File: src/rtl/fetch_cycle.sv
// IF stage and IF/ID pipeline register for the 5-stage RV32I core.
// Next-PC prediction uses a direct-mapped BHT of 2-bit counters and a tagged BTB, trained from execute.
module fetch_cycle #(
  parameter int          INDEX_BITS = 4,
  parameter logic [31:0] RESET_PC   = 32'h0000_0000
) (
  input  logic        clk,
  input  logic        rst,
  input  logic        StallF,
  input  logic        StallD,
  input  logic        FlushD,
  input  logic [31:0] InstrF,
  output logic [31:0] PCF,
  output logic [31:0] InstrD,
  output logic [31:0] PCD,
  output logic [31:0] PCPlus4D,
  output logic        Predict_branchD,
  input  logic        BranchE,
  input  logic        TakenE,
  input  logic [31:0] PCE,
  input  logic [31:0] PCTargetE,
  input  logic        MispredictE,
  input  logic [31:0] PCRedirectE
);

  localparam int ENTRIES  = 1 << INDEX_BITS;
  localparam int TAG_BITS = 30 - INDEX_BITS;

  logic [TAG_BITS-1:0] tagArr    [ENTRIES];
  logic [31:0]         targetArr [ENTRIES];
  logic [1:0]          ctrArr    [ENTRIES];
  logic [ENTRIES-1:0]  validArr;

  logic [INDEX_BITS-1:0] fIdx;
  logic [INDEX_BITS-1:0] eIdx;
  logic [TAG_BITS-1:0]   fTag;
  logic [TAG_BITS-1:0]   eTag;
  logic                  fHit;
  logic                  eHit;
  logic                  predT;
  logic [31:0]           pcPlus4F;
  logic [31:0]           predPC;
  logic [1:0]            ctrNext;

  assign fIdx = PCF[INDEX_BITS+1:2];
  assign fTag = PCF[31:INDEX_BITS+2];
  assign eIdx = PCE[INDEX_BITS+1:2];
  assign eTag = PCE[31:INDEX_BITS+2];

  // Lookup reads the arrays as they stood before this edge; there is no bypass from training.
  always_comb begin
    fHit     = validArr[fIdx] && (tagArr[fIdx] == fTag);
    predT    = fHit && ctrArr[fIdx][1];
    pcPlus4F = PCF + 32'd4;
    predPC   = predT ? targetArr[fIdx] : pcPlus4F;
  end

  always_comb begin
    eHit    = validArr[eIdx] && (tagArr[eIdx] == eTag);
    ctrNext = ctrArr[eIdx];
    if (TakenE) begin
      if (ctrNext != 2'b11) ctrNext = ctrNext + 2'd1;
    end else begin
      if (ctrNext != 2'b00) ctrNext = ctrNext - 2'd1;
    end
  end

  // A redirect from execute wins over a fetch stall.
  always_ff @(posedge clk or negedge rst) begin
    if (!rst) begin
      PCF <= RESET_PC;
    end else if (MispredictE) begin
      PCF <= PCRedirectE;
    end else if (!StallF) begin
      PCF <= predPC;
    end
  end

  always_ff @(posedge clk or negedge rst) begin
    if (!rst) begin
      InstrD          <= 32'd0;
      PCD             <= 32'd0;
      PCPlus4D        <= 32'd0;
      Predict_branchD <= 1'b0;
    end else if (FlushD) begin
      InstrD          <= 32'd0;
      PCD             <= 32'd0;
      PCPlus4D        <= 32'd0;
      Predict_branchD <= 1'b0;
    end else if (!StallD) begin
      InstrD          <= InstrF;
      PCD             <= PCF;
      PCPlus4D        <= pcPlus4F;
      Predict_branchD <= predT;
    end
  end

  // Counters and valid bits; a taken miss allocates weakly-taken, a not-taken miss is ignored.
  always_ff @(posedge clk or negedge rst) begin
    if (!rst) begin
      validArr <= '0;
      for (int i = 0; i < ENTRIES; i++) ctrArr[i] <= 2'b01;
    end else if (BranchE) begin
      if (eHit) begin
        ctrArr[eIdx] <= ctrNext;
      end else if (TakenE) begin
        validArr[eIdx] <= 1'b1;
        ctrArr[eIdx]   <= 2'b10;
      end
    end
  end

  // Tag and target need no reset since validArr gates every use of them.
  always_ff @(posedge clk) begin
    if (rst && BranchE && TakenE) begin
      tagArr[eIdx]    <= eTag;
      targetArr[eIdx] <= PCTargetE;
    end
  end

endmodule

File: config.mk
export PLATFORM = sky130hd
export DESIGN_NAME = fetch_cycle
export DESIGN_NICKNAME = d
export VERILOG_FILES = /design/src/rtl/fetch_cycle.sv
export SDC_FILE = /design/constraint.sdc
export NUM_CORES = 1
export LEC_CHECK = 0
export ABC_AREA = 1
export CAP_MARGIN = 20
export CORE_MARGIN = 10
export CORE_UTILIZATION = 30
export CTS_BUF_LIST = sky130_fd_sc_hd__clkbuf_4 sky130_fd_sc_hd__clkbuf_8 sky130_fd_sc_hd__clkbuf_16
export CTS_CLUSTER_SIZE = 28
export DETAILED_ROUTE_END_ITERATION = 8
export GPL_TIMING_DRIVEN = 0
export MAX_ROUTING_LAYER = met4
export PLACE_DENSITY = 0.55
export RECOVER_POWER = 50
export SLEW_MARGIN = 15
export SYNTH_ARGS = -nofsm -noshare
export SYNTH_HDL_FRONTEND = slang
export SYNTH_SLANG_ARGS = --single-unit
File: constraint.sdc
create_clock -name clk -period 2.95 [get_ports clk]
set_input_delay 0.295 -clock clk [delete_from_list [all_inputs] [get_ports clk]]
set_output_delay 0.295 -clock clk [all_outputs]
set_load 0.1 [all_outputs]
## Word-level counts from Yosys, hierarchy flattened

Memory sizes are Yosys's and may differ from the RTL's.
Index checks and enable logic that the tools add are counted.

| storage, ports and cells | value |
|---|---|
| register bits | 177 |
| bits in writable memories | 928 |
| memories kept | 2 |

Memories:

| memory | words | bits a word | rd ports | clocked after memory_dff | wr ports | RTL line | source |
|---|---|---|---|---|---|---|---|
| targetArr | 16 | 32 | 1 | 0 | 1 | 30 | `logic [31:0] targetArr [ENTRIES];` |
| tagArr | 16 | 26 | 2 | 0 | 1 | 29 | `logic [TAG_BITS-1:0] tagArr [ENTRIES];` |

| cells by class | value |
|---|---|
| add/sub/neg operators | 3 |
| order comparisons | 6 |
| eq/ne operators | 5 |
| mux-type cells | 33 |
| bitwise logic cells | 7 |
| reduce and logical (&&, ||, !) cells | 11 |

Operator list:

| kind | count |
|---|---|
| $mux W32 | 11 |
| $eq A26 B26 Y1 | 2 |
| $add A32 B3 Y32 const B | 1 |
| $bwmux W32 | 1 |
| $or A16 B16 Y16 | 2 |
| $and A16 B16 Y16 | 1 |
| $bmux W2 S4 | 2 |
| $mux W2 | 8 |
| $not A16 Y16 | 1 |
| $ge A5 B5 Y1 const B | 2 |
| $lt A4 B5 Y1 const B | 2 |
| $not A4 Y5 | 2 |
| $bmux W1 S4 | 2 |
| $demux W2 S4 | 1 |
| $logic_and A1 B1 Y1 | 7 |
| $mux W1 | 7 |
| $lt A5 B1 Y1 const B | 1 |
| $demux W1 S4 | 1 |
| $ge A4 B1 Y1 const B | 1 |
| $ne A2 B1 Y1 const B | 2 |
| $reduce_bool A2 Y1 | 2 |
| $reduce_and A3 Y1 | 1 |
| $add A2 B1 Y2 const B | 1 |
| $ne A2 B2 Y1 const B | 1 |
| 3 further kinds | 3 |

## Depth between registers and ports, before layout

| depth | value |
|---|---|
| depth in word-level cells | 9 |
| mapped depth | 23 |
| depth with buffers taken out | 20 |

## Least setup slack after synthesis

Ideal clock, no wire load.

| timing path | value |
|---|---|
| kind | input to register |
| from | input BranchE |
| to | memory tagArr[13][0] in the netlist's numbering, enable pin |
| setup time | 0.546 ns |
| arrival time | 5.061 ns |
| data required time | 2.404 ns |
| setup slack | -2.657 ns |
| stages on the path | 6 |
| cell sequence | clkbuf_1 > nand2_1 > inv_1 > nand2_1 > clkbuf_1 > nor3_1 |

| between the ends | value |
|---|---|
| longest elaborated chain between the ends | 4 |

RTL lines:

| item | RTL line | source |
|---|---|---|
| start, declared | 18 | `input logic BranchE,` |
| $logic_and A1 B1 Y1 (2 in series) | 115 | `if (rst && BranchE && TakenE) begin` |
| $mux W1 | 115 |  |
| $mux W1 (implied by the code) | 116 | `tagArr[eIdx] <= eTag;` |
| end, declared | 29 |  |

Every way passes these cells.

## Worst setup path in the final report

| timing path | value |
|---|---|
| from | register PCF[3] |
| to | register PCF[18] |

| between the ends | value |
|---|---|
| longest elaborated chain between the ends | 8 |
| elaborated cells between the ends (all ways) | 15 |

RTL lines:

| item | RTL line | source |
|---|---|---|
| start, declared | 13 | `output logic [31:0] PCF,` |
| start signal, assigned | 73 | `PCF <= PCRedirectE;` |
| start signal, assigned | 75 | `PCF <= predPC;` |
| branches (longest 5 deep; another with $mem_v2 Z16 W26) | -- |  |
| $mux W32 * | 55 | `predPC = predT ? targetArr[fIdx] : pcPlus4F;` |
| $mux W32 * | 74 | `end else if (!StallF) begin` |
| $mux W32 * | 72 | `end else if (MispredictE) begin` |

Mark *: on every way between the ends. The select of a mux whose other input is x is not followed.
A chain may end at the register's enable or synchronous reset.

==> run summary <==
status -> finished, violations left
failing checks -> max-capacitance violations, max-slew violations, negative setup slack
PwrDens -> 647 nW/um2
Core Region -> 171000 um2
final instance area -> 67100 um2
CP Class -> reg -> reg
Reg clk slew, reported paths -> 0.07 ns
CP required -> 3.59 ns
f_max -> 312 MHz
Area growth syn-to-layout -> 30.2%
Synth Cell Area -> 51500 um2
sequential fraction of the synthesis area -> 0.626
vias in the first global route -> 42467
max-slew violations -> 72
setup ws final -> -0.260 ns
Critical Path, Cell by Cell -> buf_6 > buf_8 > buf_8 > buf_8 > buf_6 > clkbuf_4 > buf_4 > nor2_1 > o21ai_0 > a31oi_1 > nor2_1 > nand3_1 > nand3_2 > nand2_1
CP Max Fanout -> 10
DR vias -> 45742
via-per-instance ratio -> 5.48
Synth Flop Type -> edfxtp_1
I/O pin cnt -> 265
worst ir drop on vdd -> 0.587 mV
largest net degree at the start of global routing -> 72
WL/cell -> 28.4 um
Syn Area/Cell -> 9.53 um2
Final Hold Fails -> 0
Worst-Margin Slew -> 1.94 ns
Max Root-Sink Buffers -> 3
minimum clock period -> 3.21 ns
Arr. time, crit path -> 3.85 ns
Synth top area share -> 0.541
CTS root buf -> clkbuf_16
EDFF count, synth -> 928
total grt overflow -> 0
Chip Height -> 434 um
worst reg2reg startpoint -> PCF[3]
ys async rst share -> 0.159
initial antenna violation count -> 26
Inst Count DP -> 7991
CTS Buf Count -> 131
Final setup viols -> 42
leak pwr -> 26.1 nW
final wirelength -> 237000 um
slowest cell on the critical path -> dfrtp_4
Yosys top cell by area -> edfxtp_1
Worst Setup SP -> PCF[3]
setup tns final -> -6.03 ns
Core Rows -> 152
share of layout cells above drive strength 1 -> 0.168
cells after synthesis -> 5403
CP most frequent cell -> buf_8
max-cap violations -> 1
Synth Warn # -> 0
RSZ-0062 raised after global routing -> yes
Netlist cell types -> 46
# nets final -> 6127
CTS tree -> done
global-route wire length before repair -> 324000 um
top-count cell post-synth -> nand2_1
#FFs+latches synth -> 1103
Clk Latency, worst-skew pair -> 0.79 ns
period utilization -> 1.09
worst hold start -> InstrF[14]
synth cell count leaders -> 1486 x nand2_1, 928 x edfxtp_1, 622 x nor2_1
leading post-synthesis cells by cell area -> edfxtp_1 54%, nand2_1 11%, dfrtp_1 7.7%, o21ai_0 5.8%, nor2_1 4.5%
Num Clock Sinks -> 1103
Worst Hold Class -> in -> reg
die width -> 434 um
GRT Overall Usage -> 0.247
Starting DRT DRC Count -> 6826
slowest stage delay, CP -> 0.51 ns
gp weighted congestion -> 0.999
first-pass iteration count of the detailed router -> 9
placement-stage cell area -> 58700 um2
hpwl dp -> 164000 um
syn_nets -> 5540
Rel. slew slack -> -0.292
Initial Util -> 0.301
post-route insts no fill -> 8344
Final ANT Viol Nets -> 0
Worst Setup Start Kind -> flop
DRC Markers -> 0
die area -> 189000 um2
H-tree levels -> 4
Worst Skew -> 0.0493 ns
input/output buffers -> 258
Setup crit end kind -> flop
-- critical path, delay by kind of cell, from the launching register on --
kind	cells	cell delay, ns
and+or+nand+nor	5	0.78
DFF	1	0.51
buffers and inverters	7	1.48
AOI/OAI and AO/OA	2	0.25
-- placed cells by master, fill, tap and decap left out, types with 31 or more instances in the layout --
master	netlist	routed
buf_8	0	109
clkdlybuf4s50_1	0	190
clkbuf_2	0	45
inv_1	279	275
nand2_1	1486	1384
o21ai_1	83	96
clkbuf_4	0	53
nand2_2	4	66
buf_2	121	54
clkbuf_1	157	85
edfxtp_1	928	928
o21ai_0	599	574
buf_6	22	47
nand3_1	385	292
buf_12	0	42
nand2_4	1	39
a21oi_1	116	107
nand3_2	3	63
nand3_4	0	33
clkinv_1	12	32
o211ai_1	60	60
nor2_2	5	31
dlygate4sd3_1	0	63
clkbuf_16	0	139
dfrtp_1	159	154
nor2_1	622	583
buf_4	26	81
o22ai_1	97	91
-- metal layers --
metal / GRT usage / part of all wire / vias up
li1: - / - / 19732
met3: 0.0556 / 0.11 / 736
met4: 0.145 / 0.073 / 0
met1: 0.307 / 0.37 / 22162
met5: - / 0 / -
met2: 0.368 / 0.44 / 3112
-- power breakdown --
group,switching (W),internal [W]
registers,0.000332,0.0172
clock network,0.00705,0.00928
logic,0.00682,0.00268
total,0.0142,0.0292
-- cells by family (layout without fill, tap and decap cells) --
| group | count (synthesis) | count (layout) | share of synthesized area |
|---|---|---|---|
| and+or+nand+nor | 2556 | 2556 | 0.199 |
| adders and majority gates | 1 | 1 | 0.000243 |
| AOI/OAI and AO/OA | 1065 | 1065 | 0.115 |
| DFF | 1103 | 1103 | 0.626 |
| buffers and inverters | 655 | 1347 | 0.0558 |
| other | 0 | 16 | 0 |
| xor gates and xnor gates | 23 | 23 | 0.00391 |
-- stage by stage --
stage	worst slack, ns	power, W	hold WS (ns)	utilization
3_3_place_gp	-12.05	0.0257	0.449	0.333
3_5_place_dp	-1.67	0.0258	0.195	0.343
2_1_floorplan	-0.819	0.0221	-0.000591	-
4_1_cts	-0.240	0.0429	0.0432	0.387
5_1_grt	-0.280	0.0445	0.0624	0.392
6_report	-0.260	0.0434	0.0893	0.392
-- path summary, 6_finish.rpt --
kind | to | slack, ns | depth (start not counted)
hold / removal | InstrD[14] | 0.09 | 3
setup / recovery | PCF[18] | -0.26 | 14
min in group asynchronous | ctrArr[16] | 0.14 | 2
hold reg to reg | ctrArr[2] | 0.46 | 2
max in group asynchronous | PCF[5] | 0.47 | 4
setup reg to reg | PCF[18] | -0.26 | 14
-- cell type report --
class / instances / area [um2]
multi-input cells: 3645 / 18100
well taps: 2233 / 2790
plain buffers: 345 / 2890
repair buffers: 454 / 5430
flip-flops and latches: 1103 / 32300
clock buffers: 166 / 3580
fillers: 16769 / 104000
diodes: 16 / 40.0
inverters: 310 / 1200
clock inverters: 72 / 754
-- sequential cells by signal, indices dropped and copies added (netlist names) --
register         flops
targetArr          512
tagArr             416
InstrD              32
PCD                 32
PCF                 32
ctrArr              32
PCPlus4D            30
validArr            16
Predict_branchD      1
-- what timing repair did --
| action | in CTS | in global routing |
|---|---|---|
| setup buffers | 58 | 26 |
| hold buffers | 5 | 0 |
| pin swaps | 74 | 105 |
| cloned | 13 | 4 |
| endpoints found under the hold margin | 108 | 0 |
| endpoints found under the setup margin | 211 | 121 |
| gates resized for setup | 631 | 210 |
Note: power is estimated with default switching activity, not from simulation.
